==> src/rtl/proc_clock_sequencer.sv <==
// proc_clock_sequencer: derives the processor skeleton clocks from the master clock with run/halt/step control
module proc_clock_sequencer #(
    parameter int PERIOD    = 4,
    parameter bit RESET_RUN = 1'b1,
    parameter int CNT_W     = 32
) (
    input  logic             clock,
    input  logic             ctrl_reset,
    input  logic             run_en,
    input  logic             step,
    output logic             imem_clock,
    output logic             dmem_clock,
    output logic             processor_clock,
    output logic             regfile_clock,
    output logic             running,
    output logic             step_done,
    output logic [CNT_W-1:0] cycle_count,
    output logic             count_wrap
);
    localparam int PW = $clog2(PERIOD);
    localparam logic [PW-1:0] LAST = PW'(PERIOD - 1);
    localparam logic [PW-1:0] H    = PW'(PERIOD / 2);
    localparam logic [PW-1:0] Q    = PW'(PERIOD / 4);
    localparam logic [PW-1:0] QH   = PW'(PERIOD / 4 + PERIOD / 2);

    typedef enum logic [1:0] {HALTED, RUN, STEP} state_t;

    state_t        state;
    logic [PW-1:0] ph;
    logic          active;
    logic          at_wrap;

    assign active  = state != HALTED;
    assign at_wrap = ph == LAST;

    // sequencer FSM, phase counter, derived clocks and retired-cycle counter
    always_ff @(posedge clock or negedge ctrl_reset) begin
        if (!ctrl_reset) begin
            state           <= RESET_RUN ? RUN : HALTED;
            running         <= RESET_RUN;
            ph              <= '0;
            imem_clock      <= 1'b0;
            dmem_clock      <= 1'b0;
            processor_clock <= 1'b0;
            regfile_clock   <= 1'b0;
            step_done       <= 1'b0;
            cycle_count     <= '0;
            count_wrap      <= 1'b0;
        end else begin
            step_done       <= 1'b0;
            imem_clock      <= active && ph < H;
            dmem_clock      <= active && ph >= Q && ph < QH;
            processor_clock <= active && ph >= H;
            regfile_clock   <= active && ph >= H;
            ph              <= (active && !at_wrap) ? ph + 1'b1 : '0;
            case (state)
                HALTED: begin
                    if (run_en) begin
                        state   <= RUN;
                        running <= 1'b1;
                    end else if (step) begin
                        state   <= STEP;
                        running <= 1'b1;
                    end
                end
                RUN: begin
                    if (at_wrap && !run_en) begin
                        state   <= HALTED;
                        running <= 1'b0;
                    end
                end
                STEP: begin
                    if (at_wrap) begin
                        state     <= run_en ? RUN : HALTED;
                        running   <= run_en;
                        step_done <= 1'b1;
                    end
                end
                default: begin
                    state   <= HALTED;
                    running <= 1'b0;
                end
            endcase
            if (active && ph == H) begin
                cycle_count <= cycle_count + 1'b1;
                if (&cycle_count)
                    count_wrap <= 1'b1;
            end
        end
    end
endmodule

==> config.mk <==
export PLATFORM = sky130hd
export DESIGN_NAME = proc_clock_sequencer
export DESIGN_NICKNAME = d
export VERILOG_FILES = /design/src/rtl/proc_clock_sequencer.sv
export SDC_FILE = /design/constraint.sdc
export NUM_CORES = 1
export LEC_CHECK = 0
export CORE_UTILIZATION = 45
export CTS_CLUSTER_DIAMETER = 200
export DETAILED_ROUTE_END_ITERATION = 12
export PLACE_DENSITY = 0.75
export SKIP_CTS_REPAIR_TIMING = 1
export SLEW_MARGIN = 20
export SYNTH_ARGS = -nofsm -noshare
export SYNTH_HDL_FRONTEND = slang
export SYNTH_SLANG_ARGS = --single-unit
==> constraint.sdc <==
create_clock -name clock -period 1.7 [get_ports clock]
set_input_delay 0.255 -clock clock [delete_from_list [all_inputs] [get_ports clock]]
set_output_delay 0.255 -clock clock [all_outputs]
set_load 0.02 [all_outputs]
==> metrics.txt, run 1 <==
Slew @ Worst Pin 0.525 ns; Synth Cell Area 0.00199 mm²; layout cell share with drive strength beyond 1 0.199; CTS tree done; total wire length 4.44 mm; Crit. End Element flip-flop; primary flip-flop cell chosen by synthesis mapping dfrtp_1; Avg Cell Area, Syn 12.0 µm²; PnR worst setup slack 0.0404 ns; GRT overflow 0; top cells by area in the synthesized netlist dfrtp_1 50%, xnor2_1 10%, xor2_1 3.1%; DP HPWL 2.98 mm; metal3 WL 230 µm; CP arrival 1.84 ns; CP Buf/Inv Count 2; CTS Root Cell clkbuf_8; Yosys reg bits 42; WS Path Type reg -> reg; YS warnings 0; WL met1 2.02 mm; final instance area 0.00270 mm²; Initial Util 0.483; Slew Viols, Final 0; Filler Cells Inserted 298; WL/cell 16.4 µm; Peak VDD IR 0.000735 V; Storage cell area 0.00106 mm²; IO Count 43; P per Cell Area 1120 mW/mm²; Layout Skew 0.00707 ns; r2r startpoint ph[0]; chip height 68.5 µm; Clock Sinks 42; CTS buffer count 5; largest net degree at the start of global routing 23; Post-Syn Instances 166; dpl cell area 0.00250 mm²; worst-path fanout max 5; Top Layer Used met4; post-synth top area cell dfrtp_1; non-filler cells, final 271; crit-path cells inv_2, ha_4, o211ai_1, nor2_2, buf_4, nand4_1, xnor2_1; Setup crit start kind flip-flop; first-pass GRT wire length 7.12 mm; Detailed Route Iter0 Violations 114; Net Sw Frac 0.329; Tot Pwr 3.01 mW; EDFF count, synth 0; Core Area 0.00412 mm²; Max Cap Violations 0; CP peak stage delay 0.41 ns; synthesis-to-finish area growth 35.5%; combinational share of power 0.299; fin nets 228; pre-CTS setup slack 0.0252 ns; delay-heaviest family, CP flip-flops; CP required 1.89 ns; sequential share of the synthesized area 0.530; initial antenna violation count 0; final-report hold violation count 0; worst skew pair latency 0.30 ns; slew margin rel. 0.650; clock power share 0.258; iteration count of the initial detailed-routing pass 4; setup violators final 0; Achievable Freq 0.603 GHz; Leakage 1.35 nW; final worst path period share 0.976; Placed Instances 260; register clock-pin slew on the reported worst setup and hold paths 0.08 ns; IO buf count 42; DR vias 1,485; syn_nets 174; Internal Pwr Total 2.02 mW; # diodes 0; Seq pwr share 0.443; Period minus WS final 1.66 ns; DIE WIDTH 68.5 µm; WL met2 2.12 mm; Hold Path Class in -> async; vias in the first global route 1,420; Rows 23; Yosys cell types 39; multi-input logic area 921 µm²; die area 0.00469 mm²; crit path from ph[0]; GP Congestion 0.754; post-synth top area share 0.503; Synth top cells by count 40 x dfrtp_1, 23 x xnor2_1, 12 x nand3_1; Longest Clk Path Bufs 2; H-tree lvl count 2; most numerous cell in the Yosys netlist dfrtp_1; Async S/R FF share, synth 1.00; antenna-violating nets left 0; setup TNS 0 ns; drt drc 0; Via density 5.48; Sw Pwr 991 µW; CP max stage cell dfrtp_1; run status completed; GRT Util Overall 0.212
## final timing paths
check                             endpoint  slack (ns)  cells past startpoint
max in group asynchronous   cycle_count[8]        0.74                      3
min                        cycle_count[19]        0.46                      2
min reg2reg                     count_wrap        0.49                      1
max                        cycle_count[23]        0.04                      7
max reg2reg                cycle_count[23]        0.04                      7
min in group clock              count_wrap        0.49                      1
## cells by family (layout without fill, tap and decap cells)
kind of cell             Yosys count  in the layout  share of synthesized area
AND/OR/NAND/NOR                   67             67                      0.230
flip-flops                        42             42                      0.530
XOR/XNOR                          31             31                      0.140
buffers and inverters             11             66                     0.0296
AO/OA/AOI/OAI                     10             10                     0.0403
adder cells (fa/ha/maj)            4              4                     0.0252
multiplexers                       1              1                    0.00566
## cells in the final DEF, fill, tap and decap left out, drive strengths merged, types with 2 or more instances in the layout
master         count
and3               9
and4               4
buf               10
clkbuf             5
clkdlybuf4s50     32
clkinv             2
dfrtp             40
dfstp              2
dlymetal6s2s       9
ha                 4
inv                6
nand2              7
nand3             13
nand4             12
nor2               9
nor3               6
nor3b              2
nor4               2
xnor2             23
xor2               8
## per-stage QoR
stage                     utilization  hold slack [ns]
after floorplan                     -          -0.0406
after global placement          0.607            0.250
after detailed placement        0.607            0.259
after CTS                       0.633          -0.0669
after global routing            0.655            0.503
final                           0.655            0.461
## area by class of cell
cell class                      count  share of cell area
Multi-Input combinational cell    113               0.342
Inverter                            6             0.00835
Clock inverter                      3              0.0148
Clock buffer                        5              0.0255
Tap cell                           50              0.0232
Timing Repair Buffer               52               0.195
Sequential cell                    42               0.392
## worst register-to-register path, stage by stage (launching register included)
cell      delay (ns)
dfrtp_1         0.41
inv_2           0.11
ha_4            0.18
o211ai_1        0.16
nor2_2          0.20
buf_4           0.18
nand4_1         0.14
xnor2_1         0.17
## power by group through the flow
stage          clock (mW)  combinational (mW)  sequential [mW]
6_report            0.776               0.900             1.33
4_1_cts             0.789               0.858             1.32
2_1_floorplan           0               0.392             1.42
3_5_place_dp            0               0.849             1.34
3_3_place_gp            0               0.826             1.32
5_1_grt             0.849               0.973             1.36
## layer usage
| metal | track usage | vias up |
|---|---|---|
| met2 | 0.306 | 48 |
| met5 | 0 | - |
| met3 | 0.0559 | 8 |
| met1 | 0.299 | 742 |
| met4 | 0.0859 | 0 |
| li1 | - | 687 |
## registers in the layout, summed over array words and instances, names as in the netlist
register,count
cycle_count,32
ph,2
state,2
count_wrap,1
dmem_clock,1
imem_clock,1
regfile_clock,1
running,1
step_done,1
Note: power is estimated with default switching activity, not from simulation.
==> run 2, diff against run 1 <==
--- a/config.mk
+++ b/config.mk
@@ -5,9 +5,11 @@
 export SDC_FILE = /design/constraint.sdc
 export NUM_CORES = 1
 export LEC_CHECK = 0
+export CAP_MARGIN = 0
 export CORE_UTILIZATION = 45
 export CTS_CLUSTER_DIAMETER = 200
 export DETAILED_ROUTE_END_ITERATION = 12
+export GPL_ROUTABILITY_DRIVEN = 0
 export PLACE_DENSITY = 0.75
 export SKIP_CTS_REPAIR_TIMING = 1
 export SLEW_MARGIN = 20
==> results of run 2 <==
The final DEF is identical to that of run 1; final timing and power are the same.
==> run 3, diff against run 2 <==
--- a/config.mk
+++ b/config.mk
@@ -7,7 +7,6 @@
 export LEC_CHECK = 0
 export CAP_MARGIN = 0
 export CORE_UTILIZATION = 45
-export CTS_CLUSTER_DIAMETER = 200
 export DETAILED_ROUTE_END_ITERATION = 12
 export GPL_ROUTABILITY_DRIVEN = 0
 export PLACE_DENSITY = 0.75
==> constraint.sdc (replaced) <==
create_clock -name clock -period 1.45 [get_ports clock]
set_input_delay 0.2175 -clock clock [delete_from_list [all_inputs] [get_ports clock]]
set_output_delay 0.2175 -clock clock [all_outputs]
set_load 0.02 [all_outputs]
==> run 3 against run 2 <==
The run now ends with setup timing left. Via count grew 9.7%. Die area did not move. Maximum frequency decreased by 1.7%. Clock-buffer cell count increased by 2. Utilization increased by 10 points. Worst hold slack got worse by 0.061 ns.
==> metrics.txt, run 3 (synthesis gave the netlist of run 1 again) <==
fin nets 257 (was 228); CTS tree done (unchanged); CTS Root Cell clkbuf_8 (unchanged); Detailed Route Iter0 Violations 95 (was 114); largest net degree at the start of global routing 25 (was 23); CP arrival 1.87 ns (was 1.84 ns); Layout Skew 0.00470 ns (was 0.00707 ns); initial antenna violation count 0 (unchanged); IO Count 43 (unchanged); Period minus WS final 1.69 ns (was 1.66 ns); synthesis-to-finish area growth 57.2% (was 35.5%); slew margin rel. 0.688 (was 0.650); worst-path fanout max 4 (was 5); DR vias 1,629 (was 1,485); max reg flops 32 (unchanged); final-report hold violation count 0 (unchanged); Hold WS 0.401 ns (was 0.461 ns); layout cell share with drive strength beyond 1 0.384 (was 0.199); WS Path Type reg -> reg (unchanged); Hold Path Class in -> async (unchanged); Crit. End Element flip-flop (unchanged); Slew Viols, Final 0 (unchanged); IO buf count 42 (unchanged); Rows 23 (unchanged); CP required 1.64 ns (was 1.89 ns); Largest Register cycle_count (unchanged); pre-CTS setup slack -0.131 ns (was 0.0252 ns); Worst R2R Path Depth 7 (unchanged); Slew @ Worst Pin 0.467 ns (was 0.525 ns); Via density 5.43 (was 5.48); Achievable Freq 0.593 GHz (was 0.603 GHz); failing checks setup timing; first-pass GRT wire length 7.54 mm (was 7.12 mm); Peak VDD IR 0.000821 V (was 0.000735 V); H-tree lvl count 2 (unchanged); Max Cap Violations 0 (unchanged); Filler Cells Inserted 264 (was 298); die area 0.00469 mm² (unchanged); Clock Sinks 42 (unchanged); Setup crit start kind flip-flop (unchanged); r2r startpoint ph[0] (unchanged); Leakage 2.05 nW (was 1.35 nW); total wire length 5.40 mm (was 4.44 mm); final worst path period share 1.16 (was 0.976); DIE WIDTH 68.5 µm (unchanged); chip height 68.5 µm (unchanged); CTS buffer count 5 (unchanged); Longest Clk Path Bufs 2 (unchanged); DP HPWL 3.46 mm (was 2.98 mm); largest registers ranked by flip-flop count cycle_count (32), ph (2), state (2) (unchanged); commonest non-fill, non-tap cell in the layout dlymetal6s2s_1 (was dfrtp_1); iteration count of the initial detailed-routing pass 4 (unchanged); GRT overflow 0 (unchanged); Worst R2R End cycle_count[30] (was cycle_count[23]); run status complete, but fails checks (was completed); R2R Setup Slk -0.24 ns (was 0.04 ns); GRT Util Overall 0.225 (was 0.212); drt drc 0 (unchanged); Storage cell area 0.00107 mm² (was 0.00106 mm²); Tot Pwr 3.66 mW (was 3.01 mW); Initial Util 0.483 (unchanged); setup violators final 25 (was 0); register clock-pin slew on the reported worst setup and hold paths 0.08 ns (about the same); RSZ-0062 raised after global routing yes; worst skew pair latency 0.30 ns (about the same); multi-input logic area 0.00104 mm² (was 921 µm²); WL/cell 18.0 µm (was 16.4 µm); Core Area 0.00412 mm² (unchanged); antenna-violating nets left 0 (unchanged); # diodes 0 (unchanged); vias in the first global route 1,594 (was 1,420); PnR worst setup slack -0.238 ns (was 0.0404 ns); commonest cells after routing, fill and taps aside 39 x dlymetal6s2s_1, 31 x buf_4, 29 x dfrtp_1 (was 38 x dfrtp_1, 32 x clkdlybuf4s50_1, 23 x xnor2_1); P per Cell Area 1170 mW/mm² (was 1120 mW/mm²)
==> run 3: changes by cell type in the layout (fill, tap and decap cells not counted), moves of 4 or more <==
cell / delta
dfrtp_2: +9
nand3_1: -8
xnor2_1: -4
xnor2_2: +4
nand3_2: +6
buf_4: +24
dfrtp_1: -9
dlymetal6s2s_1: +30
buf_6: +6
clkdlybuf4s50_1: -30
==> run 3: per-stage QoR <==
| stage | setup TNS, ns | std cells | area [µm²] | util |
|---|---|---|---|---|
| after global routing | -5.17 | 300 | 3130 | 0.760 |
| after CTS | -6.91 | 290 | 2780 | 0.675 |
| after global placement | -0.577 | 282 | 2690 | 0.652 |
| after floorplan | -0.00513 | 166 | 2020 | - |
| after detailed placement | -1.90 | 282 | 2690 | 0.652 |
| final | -2.43 | 300 | 3130 | 0.760 |
==> run 3: routing by layer <==
metal  part of all wire  vias to the layer above  GRT usage  wire, µm
met4              0.016                        0     0.0885        88
met2               0.53                       48      0.381      2880
met1               0.41                      811      0.268      2230
li1                   -                      757          -         -
met3              0.038                       13     0.0625       206
met5                  0                        -          0         0
==> run 3: where the power goes <==
part / total, mW / internal [mW] / leakage, nW / switching (mW)
Sequential: 1.54 / 1.37 / 0.545 / 0.163
Combinational: 1.34 / 0.667 / 1.46 / 0.676
Clock: 0.777 / 0.384 / 0.0482 / 0.393
==> run 3: how the worst max path moves through the flow <==
| stage | startpoint | endpoint | slack [ns] | depth (start not counted) |
|---|---|---|---|---|
| 6_report | ph[0] | cycle_count[30] | -0.24 | 7 |
| 5_1_grt | ph[0] | cycle_count[24] | -0.33 | 7 |
| 4_1_cts | cycle_count[15] | cycle_count[15] | -0.26 | 2 |
| 3_5_place_dp | ph[0] | cycle_count[23] | -0.13 | 7 |
| 3_3_place_gp | ph[0] | cycle_count[9] | -0.07 | 6 |
| 2_1_floorplan | cycle_count[1] | cycle_count[10] | -0.005 | 5 |
==> run 3: final cells by class <==
cell class / instances / area share
clock buffer: 7 / 0.0276
clock inverter: 1 / 0.00160
inverter: 6 / 0.00720
multi-input combinational: 113 / 0.333
sequential: 42 / 0.341
tap: 50 / 0.0200
timing repair buffer: 81 / 0.270
==> run 3: critical path, stage by stage, from the launching register on <==
cell	delay [ns]
dfrtp_1	0.41
inv_2	0.08
ha_4	0.14
buf_4	0.11
o2111ai_4	0.18
nor3_4	0.32
nand4_1	0.18
xnor2_1	0.16
